==> src/rtl/vga_timing_pkg.sv <==
// rtl/vga_timing_pkg.sv - shared 640x480@60 timing constants and colour codes
package vga_timing_pkg;

  // Counter width; both axis totals must fit in it (<= 1024)
  localparam int CNT_W = 10;

  // Default 640x480@60 horizontal timing, in pixels
  localparam int DEF_H_ACTIVE = 640;
  localparam int DEF_H_FP     = 16;
  localparam int DEF_H_SYNC   = 96;
  localparam int DEF_H_BP     = 48;

  // Default 640x480@60 vertical timing, in lines
  localparam int DEF_V_ACTIVE = 480;
  localparam int DEF_V_FP     = 10;
  localparam int DEF_V_SYNC   = 2;
  localparam int DEF_V_BP     = 33;

  // RGB codes, packed as {red, green, blue}
  localparam logic [2:0] COLOR_BLACK = 3'b000;
  localparam logic [2:0] COLOR_WHITE = 3'b111;
  localparam logic [2:0] COLOR_ALT   = 3'b100;

endpackage

==> src/rtl/vga_axis_counter.sv <==
// rtl/vga_axis_counter.sv - one raster axis counter with phase decode
module vga_axis_counter
  import vga_timing_pkg::*;
#(
  parameter int ACTIVE = DEF_H_ACTIVE,
  parameter int FP     = DEF_H_FP,
  parameter int SYNC   = DEF_H_SYNC,
  parameter int BACK   = DEF_H_BP,
  parameter int W      = CNT_W
) (
  input  logic         clk,
  input  logic         reset,
  input  logic         en,
  input  logic         wrap_in,
  output logic [W-1:0] count,
  output logic         sync_phase,
  output logic         active_phase,
  output logic         wrap_out
);

  localparam int TOTAL = ACTIVE + FP + SYNC + BACK;

  localparam logic [W-1:0] LAST       = W'(TOTAL - 1);
  localparam logic [W-1:0] ACT_END    = W'(ACTIVE);
  localparam logic [W-1:0] SYNC_START = W'(ACTIVE + FP);
  localparam logic [W-1:0] SYNC_END   = W'(ACTIVE + FP + SYNC);

  // Advance only when enabled and the faster axis (or a tie-high) says step
  always_ff @(posedge clk) begin
    if (reset) begin
      count <= '0;
    end else if (en && wrap_in) begin
      count <= wrap_out ? '0 : count + W'(1);
    end
  end

  // Phase decode and terminal count, all from the current count
  always_comb begin
    active_phase = (count < ACT_END);
    sync_phase   = (count >= SYNC_START) && (count < SYNC_END);
    wrap_out     = (count == LAST);
  end

endmodule

==> src/rtl/vga_timing_driver.sv <==
// rtl/vga_timing_driver.sv - VGA raster timing and RGB output stage (optional TEST_PATTERN_EN)
module vga_timing_driver
  import vga_timing_pkg::*;
#(
  parameter int H_ACTIVE = DEF_H_ACTIVE,
  parameter int H_FP     = DEF_H_FP,
  parameter int H_SYNC   = DEF_H_SYNC,
  parameter int H_BP     = DEF_H_BP,
  parameter int V_ACTIVE = DEF_V_ACTIVE,
  parameter int V_FP     = DEF_V_FP,
  parameter int V_SYNC   = DEF_V_SYNC,
  parameter int V_BP     = DEF_V_BP
) (
  input  logic             clk,
  input  logic             reset,
  input  logic             pix_en,
`ifdef TEST_PATTERN_EN
  input  logic             test_pattern,
`endif
  output logic [CNT_W-1:0] xpix,
  output logic [CNT_W-1:0] ypix,
  input  logic             pixval,
  input  logic             altcolor,
  output logic             hsync,
  output logic             vsync,
  output logic             red,
  output logic             green,
  output logic             blue,
  output logic             active,
  output logic             frame_tick
);

  logic [CNT_W-1:0] h_cnt;
  logic [CNT_W-1:0] v_cnt;
  logic             h_sync_ph;
  logic             h_act_ph;
  logic             h_wrap;
  logic             v_sync_ph;
  logic             v_act_ph;
  logic             v_wrap_unused;
  logic [2:0]       pix_rgb;
  logic             frame_start;

  vga_axis_counter #(
    .ACTIVE (H_ACTIVE),
    .FP     (H_FP),
    .SYNC   (H_SYNC),
    .BACK   (H_BP),
    .W      (CNT_W)
  ) u_h_cnt (
    .clk          (clk),
    .reset        (reset),
    .en           (pix_en),
    .wrap_in      (1'b1),
    .count        (h_cnt),
    .sync_phase   (h_sync_ph),
    .active_phase (h_act_ph),
    .wrap_out     (h_wrap)
  );

  // Vertical axis steps only on the tick where the line wraps
  vga_axis_counter #(
    .ACTIVE (V_ACTIVE),
    .FP     (V_FP),
    .SYNC   (V_SYNC),
    .BACK   (V_BP),
    .W      (CNT_W)
  ) u_v_cnt (
    .clk          (clk),
    .reset        (reset),
    .en           (pix_en),
    .wrap_in      (h_wrap),
    .count        (v_cnt),
    .sync_phase   (v_sync_ph),
    .active_phase (v_act_ph),
    .wrap_out     (v_wrap_unused)
  );

  assign xpix = h_cnt;
  assign ypix = v_cnt;

  // Colour for the pixel at the current (pre-increment) counters
  always_comb begin
    pix_rgb = COLOR_BLACK;
    if (h_act_ph && v_act_ph) begin
`ifdef TEST_PATTERN_EN
      if (test_pattern) begin
        pix_rgb = {h_cnt[8], h_cnt[7], h_cnt[6]};
      end else if (pixval) begin
        pix_rgb = altcolor ? COLOR_ALT : COLOR_WHITE;
      end
`else
      if (pixval) begin
        pix_rgb = altcolor ? COLOR_ALT : COLOR_WHITE;
      end
`endif
    end
  end

  // Counters are about to step from the last visible line into blanking
  assign frame_start = pix_en && h_wrap && (v_cnt == CNT_W'(V_ACTIVE - 1));

  // Output stage: one pixel behind xpix/ypix, frame_tick a single clk wide
  always_ff @(posedge clk) begin
    if (reset) begin
      hsync      <= 1'b1;
      vsync      <= 1'b1;
      red        <= 1'b0;
      green      <= 1'b0;
      blue       <= 1'b0;
      active     <= 1'b0;
      frame_tick <= 1'b0;
    end else begin
      frame_tick <= frame_start;
      if (pix_en) begin
        hsync              <= !h_sync_ph;
        vsync              <= !v_sync_ph;
        active             <= h_act_ph && v_act_ph;
        {red, green, blue} <= pix_rgb;
      end
    end
  end

endmodule

==> config.mk <==
export PLATFORM = sky130hd
export DESIGN_NAME = vga_timing_driver
export DESIGN_NICKNAME = d
export VERILOG_FILES = /design/src/rtl/vga_timing_pkg.sv /design/src/rtl/vga_axis_counter.sv /design/src/rtl/vga_timing_driver.sv
export SDC_FILE = /design/constraint.sdc
export NUM_CORES = 1
export LEC_CHECK = 0
export ABC_AREA = 1
export CAP_MARGIN = 20
export CELL_PAD_IN_SITES_DETAIL_PLACEMENT = 0
export CELL_PAD_IN_SITES_GLOBAL_PLACEMENT = 1
export CORE_UTILIZATION = 37
export DETAILED_ROUTE_END_ITERATION = 10
export PLACE_DENSITY_LB_ADDON = 0.1
export SLEW_MARGIN = 25
export SYNTH_ARGS = -nofsm -noshare
export SYNTH_HDL_FRONTEND = slang
export SYNTH_SLANG_ARGS = --single-unit
==> constraint.sdc <==
create_clock -name clk -period 2.6 [get_ports clk]
set_clock_uncertainty 0.1 [all_clocks]
set_input_delay 0.26 -clock clk [delete_from_list [all_inputs] [get_ports clk]]
set_output_delay 0.26 -clock clk [all_outputs]
set_load 0.02 [all_outputs]
# ---- Word level (Yosys, flattened, before mapping)
# Cells that the tools add are included.
# W data, S select, Z words.
dict set report word_totals {
  latch_bits 0
  romBits 0
  ramBits 0
  out_inout_bits 27
  wordCells 32
  n_memories 0
  ff_bits 27
}
dict set report op_classes {
  magnitude_cmp 6
  div 0
  shift 0
  bitwise 0
  reduce_logical 7
  eq_ne 3
  multipliers 0
  mux 5
  n_addsub 2
}
# cell n
set ops {}
lappend ops {{$add A10 B1 Y10 const B} 2}
lappend ops {{$eq A10 B10 Y1 const B} 2}
lappend ops {{$lt A10 B10 Y1 const B} 2}
lappend ops {{$lt A10 B9 Y1 const B} 2}
lappend ops {{$mux W10} 2}
lappend ops {{$eq A10 B9 Y1 const B} 1}
lappend ops {{$ge A10 B10 Y1 const B} 1}
lappend ops {{$ge A10 B9 Y1 const B} 1}
lappend ops {{$mux W3} 2}
lappend ops {{$logic_and A1 B1 Y1} 5}
lappend ops {{$logic_not A1 Y1} 2}
lappend ops {{$mux W2} 1}

# ---- Logic depth before layout (Yosys ltp)
# Gate-level depths: netlist of run 1.
dict set report logic_depth {
  depth_word 3
  ltp_mapped 10
  mapped_depth_nobuf 10
}

# ---- Cells and area by module
# A second synthesis of run 1 with hierarchy kept.
dict set report unflattened {
  cells_unflattened 209
  area_unflattened_um2 1407.6
}
# module cells_per_inst area_each_um2 n_inst
set by_module_without_submodules {}
lappend by_module_without_submodules {{vga_axis_counter at u_h_cnt} 89 591.8 1}
lappend by_module_without_submodules {{vga_axis_counter at u_v_cnt} 81 551.8 1}
lappend by_module_without_submodules {vga_timing_driver 39 264.0 1}

# ---- Least setup slack after synthesis of run 1
# No wires, ideal clock.
dict set report synth_path {
  path_kind {reg-to-reg}
  startpoint {register u_h_cnt.count[0]}
  endpoint {register u_v_cnt.count[6]}
  setup_ns 0.110
  arrival_time_ns 1.417
  path_buffers 0
  period_less_slack_ns 1.627
  stages_incl_launch_ff 11
  t_required_ns 2.390
  slack_ns 0.973
  path_cell_list {dfxtp_1 > ha_1 > nand2_4 > inv_1 > nand2_1 > nor2_1 > nand2_2 > nand2_4 > nand2_4 > nand2_1 > nor2_2}
}
dict set report synth_between {
  elab_chain_len 2
}
# item line
set synth_rtl {}
lappend synth_rtl {{start: declaration} vga_axis_counter.sv:15} ;# output logic [W-1:0] count,
lappend synth_rtl {{start signal: assignment} vga_axis_counter.sv:33} ;# count <= wrap_out ? '0 : count + W'(1);
lappend synth_rtl {{$eq A10 B10 Y1} vga_axis_counter.sv:41} ;# wrap_out = (count == LAST);
lappend synth_rtl {{$logic_and A1 B1 Y1} vga_axis_counter.sv:32} ;# end else if (en && wrap_in) begin
lappend synth_rtl {{end signal: assignment} vga_axis_counter.sv:33}
lappend synth_rtl {{end: declaration} vga_axis_counter.sv:15}
# Every way passes these cells.
# A chain may end at the register's enable or synchronous reset.

# ---- Worst setup path in the final report of run 1
dict set report layout_path {
  startpoint {register u_v_cnt.count[2]}
  endpoint {output ypix[2]}
}
# item line
set layout_lines {}
lappend layout_lines {{end: declaration} vga_timing_driver.sv:21} ;# output logic [CNT_W-1:0] ypix,
# No word-level cell between the ends.

==> impl_metrics.csv, run 1 <==
group,metric,value,unit
placement,place.gp.congestion,0.796,
layout,insertedDiodeCount,0,
route,drtIter0Drc,57,
placement,dp_cells,294,
worst_setup_path,reg2reg_depth,10,
layout,finalNetCount,261,
pwr,powerDensity,382,nW/um^2
worst_setup_path,crit_path_top_delay_cell,"clkdlybuf4s50_1",
clock_network,post-cts-setup-buffers,0,
route,ant_nets,0,
clock_network,cts-root-buf,"clkbuf_8",
layout,final_util,49.3,%
layout,instances_no_fill,297,
global_routing,grt_max_degree,14,
floorplan,die_x,64.3,um
global_routing,grt_pass1_vias,1310,
global_routing,grt_overflow,0,
worst_setup_path,cp_data_arrival_time,1.37,ns
worst_setup_path,path_depth,1,
timing,rsz0062_at_grt,"false",
status,outcome,"completed",
placement,dp_hpwl,2610,um
logic_synthesis,avgSynthCellArea,6.56,sq um
floorplan,rows,22,
worst_setup_path,cp_num_buf_inv,1,
clock_network,cts_made_buffers,3,
global_routing,antenna_found_initial,0,
logic_synthesis,netlist_area,1440,sq um
route,drt-total-wl,3360,um
timing,maxSlewHeadroom,70.3,%
worst_setup_path,worstSetupEndpointType,"primary output",
logic_synthesis,synth_fp_nets,229,
route,dr.pass1.iters,4,
clock_network,cts.htree.levels,1,
timing,tns,0,ns
pwr,power.leakage,0.773,nW
floorplan,die_h,64.3,um
floorplan,start_util,38.9,%
clock_network,path_clk_slew,0.09,ns
route,avgRoutedWirePerCell,11.3,um
worst_setup_path,setup.worst_path.start_class,"register",
pwr,max-vdd-ir-drop,0.000168,V
min_path,hp-class,"register to register",
layout,design_area,1820,sq um
timing,fin_crit_sh,66.6,%
timing,finalMaxSlewViolations,0,
timing,period_needed,1.73,ns
layout,drive_above_1_share,7.63,%
worst_setup_path,crit_type,"register to primary output",
worst_setup_path,path_cells,"clkdlybuf4s50_1",
worst_setup_path,critPathRequiredTime,2.24,ns
floorplan,core,3690,sq um
timing,fmax,0.578,GHz
route,vias_per_cell,4.63,
clock_network,clock-sinks,26,
global_routing,grt_pass1_wl,5780,um
layout,final_common_cell,"nand2_1",
floorplan,dieArea,4140,sq um
placement,portBuffers,31,
timing,worst_hold_slack,0.377,ns
clock_network,clock_latency,0.26,ns
timing,hold_violations,0,
placement,placed_area,1780,sq um
logic_synthesis,postSynthCellCount,219,
clock_network,cts_buffer_depth,2,
global_routing,grt_usage,18.0,%
min_path,min_path_cells,2,
worst_setup_path,critPathTopFamily,"buffers and inverters",
route,vias,1375,
timing,setup_viol,0,
logic_synthesis,yosys_warnings,0,
clock_network,cts_resized,0,
layout,layout_common_cells,"nand2_1 (58), nor2_1 (38), clkdlybuf4s50_1 (31)",
layout,area_growth,26.6,%
clock_network,cts_tree,"built",
floorplan,io_pins,32,
timing,worstMarginPinSlew,0.445,ns
clock_network,cts_hold_buf,0,
logic_synthesis,ys_seq_area_share,36.2,%
route,drc,0,
logic_synthesis,yosysUniqueCellTypes,22,
job,max_cap_violations,0,
worst_setup_path,cp_max_fo,7,
worst_setup_path,crit_path_max_incr_delay,0.65,ns
logic_synthesis,synth-seq-cells,26,
synthesized netlist by cell type:
library cell	number	share of area (%)
ha_1	5	4.4
nor4_1	1	0.44
a21oi_1	13	4.5
nand3_2	1	0.70
nor2_1	38	9.9
o21ai_0	4	1.4
dfxtp_1	26	36
nor3_1	5	1.7
nand4_1	4	1.7
clkbuf_1	1	0.26
nand2_2	6	2.6
nand3_1	13	4.5
nor2_2	4	1.7
clkinv_1	1	0.26
buf_6	1	0.78
nand2_4	3	2.4
inv_1	29	7.6
buf_4	2	1.0
nand3b_1	1	0.52
nor2_4	2	1.6
nand2_1	58	15
nor3b_1	1	0.52
flip-flops by register name, indices dropped and copies added, names as in the netlist:
| signal | flops |
|---|---|
| green | 1 |
| hsync | 1 |
| red | 1 |
| active | 1 |
| vsync | 1 |
| u_v_cnt.count | 10 |
| frame_tick | 1 |
| u_h_cnt.count | 10 |
where the power goes:
group,internal (mW),switching [mW],total [mW],leakage (nW)
logic,0.0270,0.0359,0.0629,0.541
clock network,0.104,0.118,0.221,0.0216
registers,0.405,0.00534,0.410,0.211
per-layer routing:
metal	GRT usage, %	vias to the layer above	routed length, um
met5	0	-	0
met4	6.67	0	23
met3	2.14	2	126
met2	31.3	23	1600
met1	22.4	610	1610
li1	-	740	-
through the flow:
stage                     power [mW]  setup slack, ns
final                          0.694            0.869
after global routing           0.734            0.752
after CTS                      0.707            0.851
after detailed placement       0.483            0.604
after global placement         0.482            0.607
after floorplan                0.457            0.973
layout make-up:
type	count	area (sq um)
multi-input combinational	159	773
sequential	26	520
timing repair buffer	31	310
clock buffer	3	41.3
inverter	30	113
tap	48	60.1
fill	418	1870
cells by family (layout without fill, tap and decap cells):
kind of cell,Yosys count,in the layout,synth area share [%]
adder cells (fa/ha/maj),5,5,4.36
flip-flops,26,26,36.2
buffers and inverters,34,64,9.93
AO/OA/AOI/OAI,17,17,5.92
AND/OR/NAND/NOR,137,137,43.6
worst paths after layout:
| check | startpoint | end | slack (ns) |
|---|---|---|---|
| hold reg to reg | red | red | 0.38 |
| hold / removal | red | red | 0.38 |
| setup reg to reg | u_h_cnt.count[0] | u_v_cnt.count[6] | 0.91 |
| setup / recovery | u_v_cnt.count[2] | ypix[2] | 0.87 |
Power figures use the tool's default switching activity.
==> inputs of run 2 (changes only) <==
- CORE_UTILIZATION: 37 -> 34
- clock period: 2.6 -> 1.8 ns (I/O delays scaled with it)
==> impl_metrics.csv, run 2 (synthesis results as in run 1) <==
group,metric,value,unit
global_routing,grt_usage,17.4,%
placement,place.gp.congestion,0.828,
worst_setup_path,worstSetupEndpointType,"primary output",
timing,rsz0062_at_grt,"false",
placement,dp_cells,304,
worst_setup_path,path_cells,"buf_4, clkdlybuf4s50_1",
route,avgRoutedWirePerCell,11.1,um
layout,finalNetCount,269,
clock_network,cts_resized,0,
placement,portBuffers,31,
timing,period_needed,1.68,ns
clock_network,cts_made_buffers,3,
route,ant_nets,0,
global_routing,grt_overflow,0,
worst_setup_path,cp_data_arrival_time,1.40,ns
timing,worstMarginPinSlew,0.312,ns
floorplan,die_h,67.0,um
clock_network,cts_buffer_depth,2,
global_routing,grt_max_degree,14,
clock_network,clock-sinks,26,
clock_network,cts_tree,"built",
floorplan,rows,23,
timing,fmax,0.596,GHz
layout,area_growth,30.9,%
global_routing,grt_pass1_wl,5910,um
min_path,hp-class,"register to register",
status,outcome,"completed",
worst_setup_path,cp_max_fo,4,
timing,hold_violations,0,
layout,nFillCells,453,
floorplan,start_util,35.7,%
floorplan,core,4030,sq um
route,drc,0,
route,dr.pass1.iters,4,
layout,insertedDiodeCount,0,
timing,setup_slack,0.122,ns
layout,largest_registers,"u_h_cnt.count x10, u_v_cnt.count x10",
worst_setup_path,crit_path_top_delay_cell,"clkdlybuf4s50_1",
timing,worst_hold_slack,0.368,ns
clock_network,post-cts-setup-buffers,0,
layout,layout_common_cells,"nand2_1 (58), nor2_1 (38), clkdlybuf4s50_1 (31)",
timing,setup_viol,0,
layout,drive_above_1_share,10.5,%
route,vias_per_cell,4.54,
layout,instances_no_fill,307,
job,max_cap_violations,0,
clock_network,cts_hold_buf,0,
clock_network,cts.htree.levels,1,
layout,final_common_cell,"nand2_1",
global_routing,grt_pass1_vias,1338,
timing,fin_crit_sh,93.2,%
pwr,powerDensity,538,nW/um^2
floorplan,dieArea,4490,sq um
timing,maxSlewHeadroom,79.0,%
pwr,power.leakage,0.814,nW
floorplan,die_x,67.0,um
route,vias,1394,
worst_setup_path,crit_type,"register to primary output",
pwr,finalPower,1.01,mW
worst_setup_path,critPathRequiredTime,1.52,ns
clock_network,path_clk_slew,0.08,ns
route,drtIter0Drc,28,
worst_setup_path,setup.worst_path.start_class,"register",
timing,finalMaxSlewViolations,0,
route,drt-total-wl,3410,um
global_routing,antenna_found_initial,0,
pwr,max-vdd-ir-drop,0.000278,V
worst_setup_path,crit_path_max_incr_delay,0.59,ns
placement,pre_cts_slack,0.0119,ns
clock_network,clock_latency,0.26,ns
timing,tns,0,ns
floorplan,io_pins,32,
placement,dp_hpwl,2690,um
clock_network,cts-root-buf,"clkbuf_8",
[run 2: changes by cell type in the layout (fill, tap and decap cells not counted)]
cell,change
buf_4,+8
[run 2: layout make-up]
class / instances / area, sq um / share of cell area (%)
multi-input cells: 159 / 773 / 41.1
flip-flops and latches: 26 / 520 / 27.7
repair buffers: 39 / 370 / 19.7
inverters: 30 / 113 / 5.99
well taps: 50 / 62.6 / 3.33
clock buffers: 3 / 41.3 / 2.20
[run 2: critical path: cells and delay by family (launching register included)]
family,cells,cell delay (ns)
flip-flops,1,0.39
buffers and inverters,2,0.74
[run 2: path summary, 6_finish.rpt]
| path | from | endpoint | slack (ns) | cells past startpoint |
|---|---|---|---|---|
| worst max-delay path | u_v_cnt.count[1] | ypix[1] | 0.12 | 2 |
| worst min-delay path | active | active | 0.37 | 2 |
| worst max register to register | u_h_cnt.count[0] | u_v_cnt.count[5] | 0.23 | 10 |
| worst min register to register | active | active | 0.37 | 2 |
[run 2: per-layer routing]
metal  track usage, %  share of wire, %
met2             31.4                48
met3             2.05               2.8
met4             4.79              0.56
met5                0                 0
met1             21.4                49
[run 2: report_power, final]
group          internal [mW]  total, mW  leakage, nW  switching (mW)
Sequential             0.584      0.590        0.211         0.00555
Clock                  0.150      0.319       0.0216           0.169
Combinational         0.0473      0.102        0.582          0.0549
[run 2: stage by stage]
step,util (%),instance area [sq um]
final,46.7,1880
after global routing,46.7,1880
after CTS,46.7,1880
after detailed placement,45.7,1840
after global placement,45.7,1840
after floorplan,-,1440
==> inputs of run 3 (changes only) <==
- SLEW_MARGIN: 25 -> unset
==> results of run 3 <==
No change in the layout: final DEF, timing and power equal those of run 2.
